File: config.mk
export PLATFORM = sky130hd
export DESIGN_NAME = reg_file_param_flat
export DESIGN_NICKNAME = d
export VERILOG_FILES = /design/src/rtl/reg_file_if.sv /design/src/rtl/reg_file_param.sv /design/src/flat_wrapper.sv
export SDC_FILE = /design/constraint.sdc
export NUM_CORES = 1
export LEC_CHECK = 0
export CORE_MARGIN = 2
export CORE_UTILIZATION = 63
export CTS_BUF_LIST = sky130_fd_sc_hd__clkbuf_2
export DETAILED_ROUTE_END_ITERATION = 6
export PLACE_DENSITY_LB_ADDON = 0.12
export SYNTH_ARGS = -nofsm -noshare
export SYNTH_HDL_FRONTEND = slang
export SYNTH_SLANG_ARGS = --single-unit
File: constraint.sdc
create_clock -name clk -period 6.1 [get_ports clk]
set_input_delay 1.83 -clock clk [delete_from_list [all_inputs] [get_ports clk]]
set_output_delay 1.83 -clock clk [all_outputs]
set_load 0.01 [all_outputs]
File: src/rtl/reg_file_if.sv
// reg_file_if: register-file access bus between a master and the register file.
// Requests (master -> slave): clr_req, we, dest_sel, rs_addr, rt_addr, rd_addr, wdata.
// Responses (slave -> master): rs_data, rt_data, save_data, busy, wr_drop.
interface reg_file_if #(
    parameter int DATA_W = 8,
    parameter int ADDR_W = 3
);
    logic              clr_req;
    logic              we;
    logic              dest_sel;
    logic [ADDR_W-1:0] rs_addr;
    logic [ADDR_W-1:0] rt_addr;
    logic [ADDR_W-1:0] rd_addr;
    logic [DATA_W-1:0] wdata;
    logic [DATA_W-1:0] rs_data;
    logic [DATA_W-1:0] rt_data;
    logic [DATA_W-1:0] save_data;
    logic              busy;
    logic              wr_drop;

    modport master (
        output clr_req, we, dest_sel, rs_addr, rt_addr, rd_addr, wdata,
        input  rs_data, rt_data, save_data, busy, wr_drop
    );

    modport slave (
        input  clr_req, we, dest_sel, rs_addr, rt_addr, rd_addr, wdata,
        output rs_data, rt_data, save_data, busy, wr_drop
    );
endinterface

File: src/rtl/reg_file_param.sv
// reg_file_param: 2**ADDR_W x DATA_W register file with two combinational read ports and a sweep clear.
// Ports: clk (rising-edge clock), rst (asynchronous active-high reset),
//        bus (reg_file_if.slave: write/clear requests in; rs/rt/save read data, busy and wr_drop out).
// Optional feature: define REG_FILE_BYPASS_EN to forward same-cycle write data onto the read ports.
module reg_file_param #(
    parameter int DATA_W   = 8,
    parameter int ADDR_W   = 3,
    parameter int ZERO_REG = 0
) (
    input logic      clk,
    input logic      rst,
    reg_file_if.slave bus
);
    localparam int NREGS = 2 ** ADDR_W;

    typedef enum logic {IDLE, CLEAR} state_t;

    state_t            r_state, w_next;
    logic [ADDR_W-1:0] r_idx;
    logic [DATA_W-1:0] r_regs [NREGS];
    logic              r_wr_drop;
    logic              w_busy;
    logic              w_wr_en;
    logic [ADDR_W-1:0] w_waddr;
    logic [DATA_W-1:0] w_rs_arr, w_rt_arr;

    assign w_busy  = r_state == CLEAR;
    assign w_waddr = bus.dest_sel ? bus.rs_addr : bus.rd_addr;
    // Writes to the hardwired zero register are silently discarded, not flagged as drops.
    assign w_wr_en = bus.we && !w_busy && !(ZERO_REG != 0 && w_waddr == '0);

    always_comb begin
        w_next = r_state;
        if (r_state == IDLE && bus.clr_req)
            w_next = CLEAR;
        else if (r_state == CLEAR && r_idx == '1)
            w_next = IDLE;
    end

    // The sweep index sits at 0 while idle, so entering CLEAR starts from register 0;
    // it wraps naturally at the top of the ADDR_W range.
    always_ff @(posedge clk or posedge rst) begin
        if (rst) begin
            r_state   <= IDLE;
            r_idx     <= '0;
            r_wr_drop <= 1'b0;
            for (int i = 0; i < NREGS; i++)
                r_regs[i] <= '0;
        end else begin
            r_state   <= w_next;
            r_idx     <= w_busy ? r_idx + 1'b1 : '0;
            r_wr_drop <= bus.we && w_busy;
            if (w_busy)
                r_regs[r_idx] <= '0;
            else if (w_wr_en)
                r_regs[w_waddr] <= bus.wdata;
        end
    end

    assign w_rs_arr = (ZERO_REG != 0 && bus.rs_addr == '0) ? '0 : r_regs[bus.rs_addr];
    assign w_rt_arr = (ZERO_REG != 0 && bus.rt_addr == '0) ? '0 : r_regs[bus.rt_addr];

`ifdef REG_FILE_BYPASS_EN
    // w_wr_en already excludes index 0 when it is hardwired, so no forwarding happens there.
    assign bus.rs_data = (w_wr_en && w_waddr == bus.rs_addr) ? bus.wdata : w_rs_arr;
    assign bus.rt_data = (w_wr_en && w_waddr == bus.rt_addr) ? bus.wdata : w_rt_arr;
`else
    assign bus.rs_data = w_rs_arr;
    assign bus.rt_data = w_rt_arr;
`endif

    assign bus.save_data = bus.rs_data;
    assign bus.busy      = w_busy;
    assign bus.wr_drop   = r_wr_drop;
endmodule

File: src/flat_wrapper.sv
// flat-port wrapper written by rule: the top's interface ports become plain ports
module reg_file_param_flat 
#(
    parameter int DATA_W   = 8,
    parameter int ADDR_W   = 3,
    parameter int ZERO_REG = 0
)
  (clk, rst, bus_clr_req, bus_we, bus_dest_sel, bus_rs_addr, bus_rt_addr, bus_rd_addr, bus_wdata, bus_rs_data, bus_rt_data, bus_save_data, bus_busy, bus_wr_drop);
  reg_file_if #(.DATA_W(DATA_W), .ADDR_W(ADDR_W)) bus_i ();
  input logic clk;
  input logic rst;
  input wire logic [$bits(bus_i.clr_req)-1:0] bus_clr_req;
  input wire logic [$bits(bus_i.we)-1:0] bus_we;
  input wire logic [$bits(bus_i.dest_sel)-1:0] bus_dest_sel;
  input wire logic [$bits(bus_i.rs_addr)-1:0] bus_rs_addr;
  input wire logic [$bits(bus_i.rt_addr)-1:0] bus_rt_addr;
  input wire logic [$bits(bus_i.rd_addr)-1:0] bus_rd_addr;
  input wire logic [$bits(bus_i.wdata)-1:0] bus_wdata;
  output wire logic [$bits(bus_i.rs_data)-1:0] bus_rs_data;
  output wire logic [$bits(bus_i.rt_data)-1:0] bus_rt_data;
  output wire logic [$bits(bus_i.save_data)-1:0] bus_save_data;
  output wire logic [$bits(bus_i.busy)-1:0] bus_busy;
  output wire logic [$bits(bus_i.wr_drop)-1:0] bus_wr_drop;
  assign bus_i.clr_req = bus_clr_req;
  assign bus_i.we = bus_we;
  assign bus_i.dest_sel = bus_dest_sel;
  assign bus_i.rs_addr = bus_rs_addr;
  assign bus_i.rt_addr = bus_rt_addr;
  assign bus_i.rd_addr = bus_rd_addr;
  assign bus_i.wdata = bus_wdata;
  assign bus_rs_data = bus_i.rs_data;
  assign bus_rt_data = bus_i.rt_data;
  assign bus_save_data = bus_i.save_data;
  assign bus_busy = bus_i.busy;
  assign bus_wr_drop = bus_i.wr_drop;
  reg_file_param #(.DATA_W(DATA_W), .ADDR_W(ADDR_W), .ZERO_REG(ZERO_REG)) u_core (.clk(clk), .rst(rst), .bus(bus_i));
endmodule
==> flow_metrics.py <==
metrics = {
    "synthesis": {
        "yosysMostFrequentCell": "dfrtp_1",
        "ys_types": 34,
        "synthFlopType": "dfrtp_1",
        "ys_warn_count": 0,
        "synth_area_per_cell_um2": 12.8,
        "ys_seq_area_share_pct": 42.3,
        "synth_area_leader_cell": "dfrtp_1",
        "yosysTopAreaCellShare_pct": 42.3,
        "ys_async_sr_fraction_pct": 100,
        "synth_nets": 343,
        "synth_commonest_cells": "dfrtp_1, mux2i_1, nand2_1, mux4_2, mux2_2",
        "syn_inst": 319,
        "synth_edf_count": 0,
        "synth-seq-cells": 69,
        "synth_area_um2": 4080,
        "synth_area_leaders": "dfrtp_1, mux4_2, mux2i_1, nand2_1, mux2_2",
    },
    "pwr": {
        "p_seq_share_pct": 46.2,
        "combPwrFrac_pct": 42.0,
        "p_int_w": 0.00107,
        "sw_frac_of_total_pct": 37.2,
        "clkPwrFrac_pct": 11.8,
        "p_switching_w": 0.000635,
        "powerDensity_nw_per_um2": 369,
        "peakVddDrop_mv": 0.253,
        "p_leak_nw": 2.11,
    },
    "status": {
        "run_status": "finished clean",
    },
    "global_routing": {
        "grt_use_met2_pct": 46.4,
        "gr-usage-met3_pct": 3.74,
        "grt_pass1_wl_um": 16000,
        "grtUsageTotal_pct": 30.5,
        "grt-busiest-layer": "met2",
        "grtUsageMet1_pct": 45.0,
        "antenna_found_initial": 0,
        "grt_max_degree": 45,
        "grt_pass1_vias": 2896,
        "overflow": 0,
    },
    "drt": {
        "ant_nets": 0,
        "avgRoutedWirePerCell_um": 22.9,
        "drcViolationCount": 0,
        "vias": 2879,
        "viasPerCell": 6.62,
        "drt-pass1-iter-count": 5,
        "drt-total-wl_um": 9980,
        "drtIter0Drc": 282,
    },
    "final_layout": {
        "num_antenna_cells": 0,
        "fin_cells": 435,
        "fillers": 434,
        "drive_above_1_share_pct": 22.1,
        "syn2layout_area_growth_pct": 13.3,
        "final_nets": 380,
    },
    "sta": {
        "setup_viol": 0,
        "fin_setup_tns_ps": 0,
        "hold_violations": 0,
        "tightest_slew_ps": 890,
        "slew_headroom_pct": 40.6,
        "rsz0062_at_grt": "no",
        "slew_viol_final": 0,
        "fin_ws_ps": 422,
        "fmax_mhz": 176,
        "fin_crit_sh_pct": 93.1,
        "period_minus_slack_ps": 5680,
        "skew_ps": 13.9,
        "hold_ws_ps": 557,
    },
    "run": {
        "maxCapViolCount": 0,
    },
    "placed_design": {
        "gp_congestion": 0.800,
        "pre_cts_slack_ps": 425,
        "place_inst": 422,
        "hpwl_um": 6680,
        "io_buffers": 47,
    },
    "clock_network": {
        "cts_root_buf": "clkbuf_2",
        "insertion_delay_ps": 500,
        "htreeDepth": 3,
        "cts_resized": 0,
        "clockBufferDepth": 2,
        "post_cts_buffers": 0,
        "clock-sinks": 69,
        "ctsHoldBuffers": 0,
        "clk_pin_slew_worst_paths_ps": 170,
        "cts_tree": "yes",
        "cts_buffers": 9,
    },
    "critical_path": {
        "worstPathArrival_ps": 3850,
        "cp.required_ps": 4270,
        "path_max_fanout": 18,
        "start_kind": "primary input",
        "end_kind": "primary output",
        "setup.worst_path.start": "bus_rs_addr[0]",
        "crit-reg2reg-launch": "u_core.bus.busy",
        "crit_type": "primary input to primary output",
    },
    "min_path": {
        "hold_start": "u_core.r_regs[9]",
        "hold_class": "flip-flop to flip-flop",
    },
    "die": {
        "core-area_um2": 6310,
        "die_width_um": 84.5,
        "start_util_pct": 64.6,
        "io_pins": 48,
        "num_rows": 29,
        "die-area_um2": 7130,
        "die_y_um": 84.5,
    },
}
[cell usage in the layout (no fill, tap or decap), types with 3 or more instances in the layout]
| cell | synthesis | routed |
|---|---|---|
| a211oi_4 | 3 | 3 |
| and2_1 | 3 | 3 |
| buf_12 | 0 | 3 |
| buf_4 | 9 | 5 |
| clkbuf_2 | 0 | 10 |
| clkdlybuf4s50_1 | 0 | 47 |
| dfrtp_1 | 69 | 69 |
| inv_1 | 9 | 8 |
| mux2_2 | 17 | 17 |
| mux2i_1 | 64 | 64 |
| mux4_2 | 32 | 32 |
| nand2_1 | 64 | 64 |
| nand4b_1 | 3 | 3 |
| nand4bb_1 | 3 | 3 |
[power groups by stage]
stage	combinational [W]	sequential (W)	clock (W)
floorplan	0.000521	0.000725	0
global placement	0.000696	0.000773	0
detailed placement	0.000719	0.000795	0
CTS	0.000721	0.000783	0.000202
global route	0.000777	0.000811	0.000222
finish	0.000717	0.000790	0.000201
[logic make-up after synthesis]
| kind of cell | synth area share [%] |
|---|---|
| mux | 38.6 |
| flops | 42.3 |
| fa+ha+maj | 0.613 |
| simple gates | 10.3 |
| buf+inv | 5.40 |
| compound gates | 2.76 |
[metal layers]
layer	wire length (um)	vias up
met1	4140	1472
met3	789	21
li1	-	1228
met4	295	0
met5	0	-
met2	4760	158
[worst max-delay path, stage by stage]
cell and delay (ps):
clkdlybuf4s50_1 510, buf_12 200, mux4_2 530, mux2_2 300, clkdlybuf4s50_1 480
[registers in the layout, summed over array words and instances (netlist names)]
signal and cells:
u_core.bus.busy 1, u_core.bus.wr_drop 1, u_core.r_idx 3, u_core.r_regs 64
[area by class of cell]
class	count	area [um2]	area share, %
inverters	9	33.8	0.731
clock buffers	10	50.0	1.08
clock inverters	3	16.3	0.352
flip-flops and latches	69	1730	37.3
well taps	77	96.3	2.08
repair buffers	55	568	12.3
multi-input cells	212	2130	46.1
[path summary, 6_finish.rpt]
| check | to | slack (ps) | cells after the start |
|---|---|---|---|
| setup / recovery | bus_save_data[3] | 420 | 5 |
| hold / removal | u_core.r_regs[9] | 560 | 2 |
| setup reg to reg | u_core.r_regs[13] | 4160 | 3 |
| hold reg to reg | u_core.r_regs[9] | 560 | 2 |
| max in group asynchronous | u_core.r_regs[46] | 3410 | 3 |
| min in group asynchronous | u_core.r_regs[41] | 1810 | 2 |
[per-stage QoR]
| stage | power, W | area (um2) | utilization [%] |
|---|---|---|---|
| 6_report | 0.00171 | 4620 | 73.2 |
| 5_1_grt | 0.00181 | 4620 | 73.2 |
| 2_1_floorplan | 0.00125 | 4080 | - |
| 3_5_place_dp | 0.00151 | 4560 | 72.2 |
| 4_1_cts | 0.00171 | 4620 | 73.2 |
| 3_3_place_gp | 0.00147 | 4560 | 72.2 |
Power figures use the tool's default switching activity.
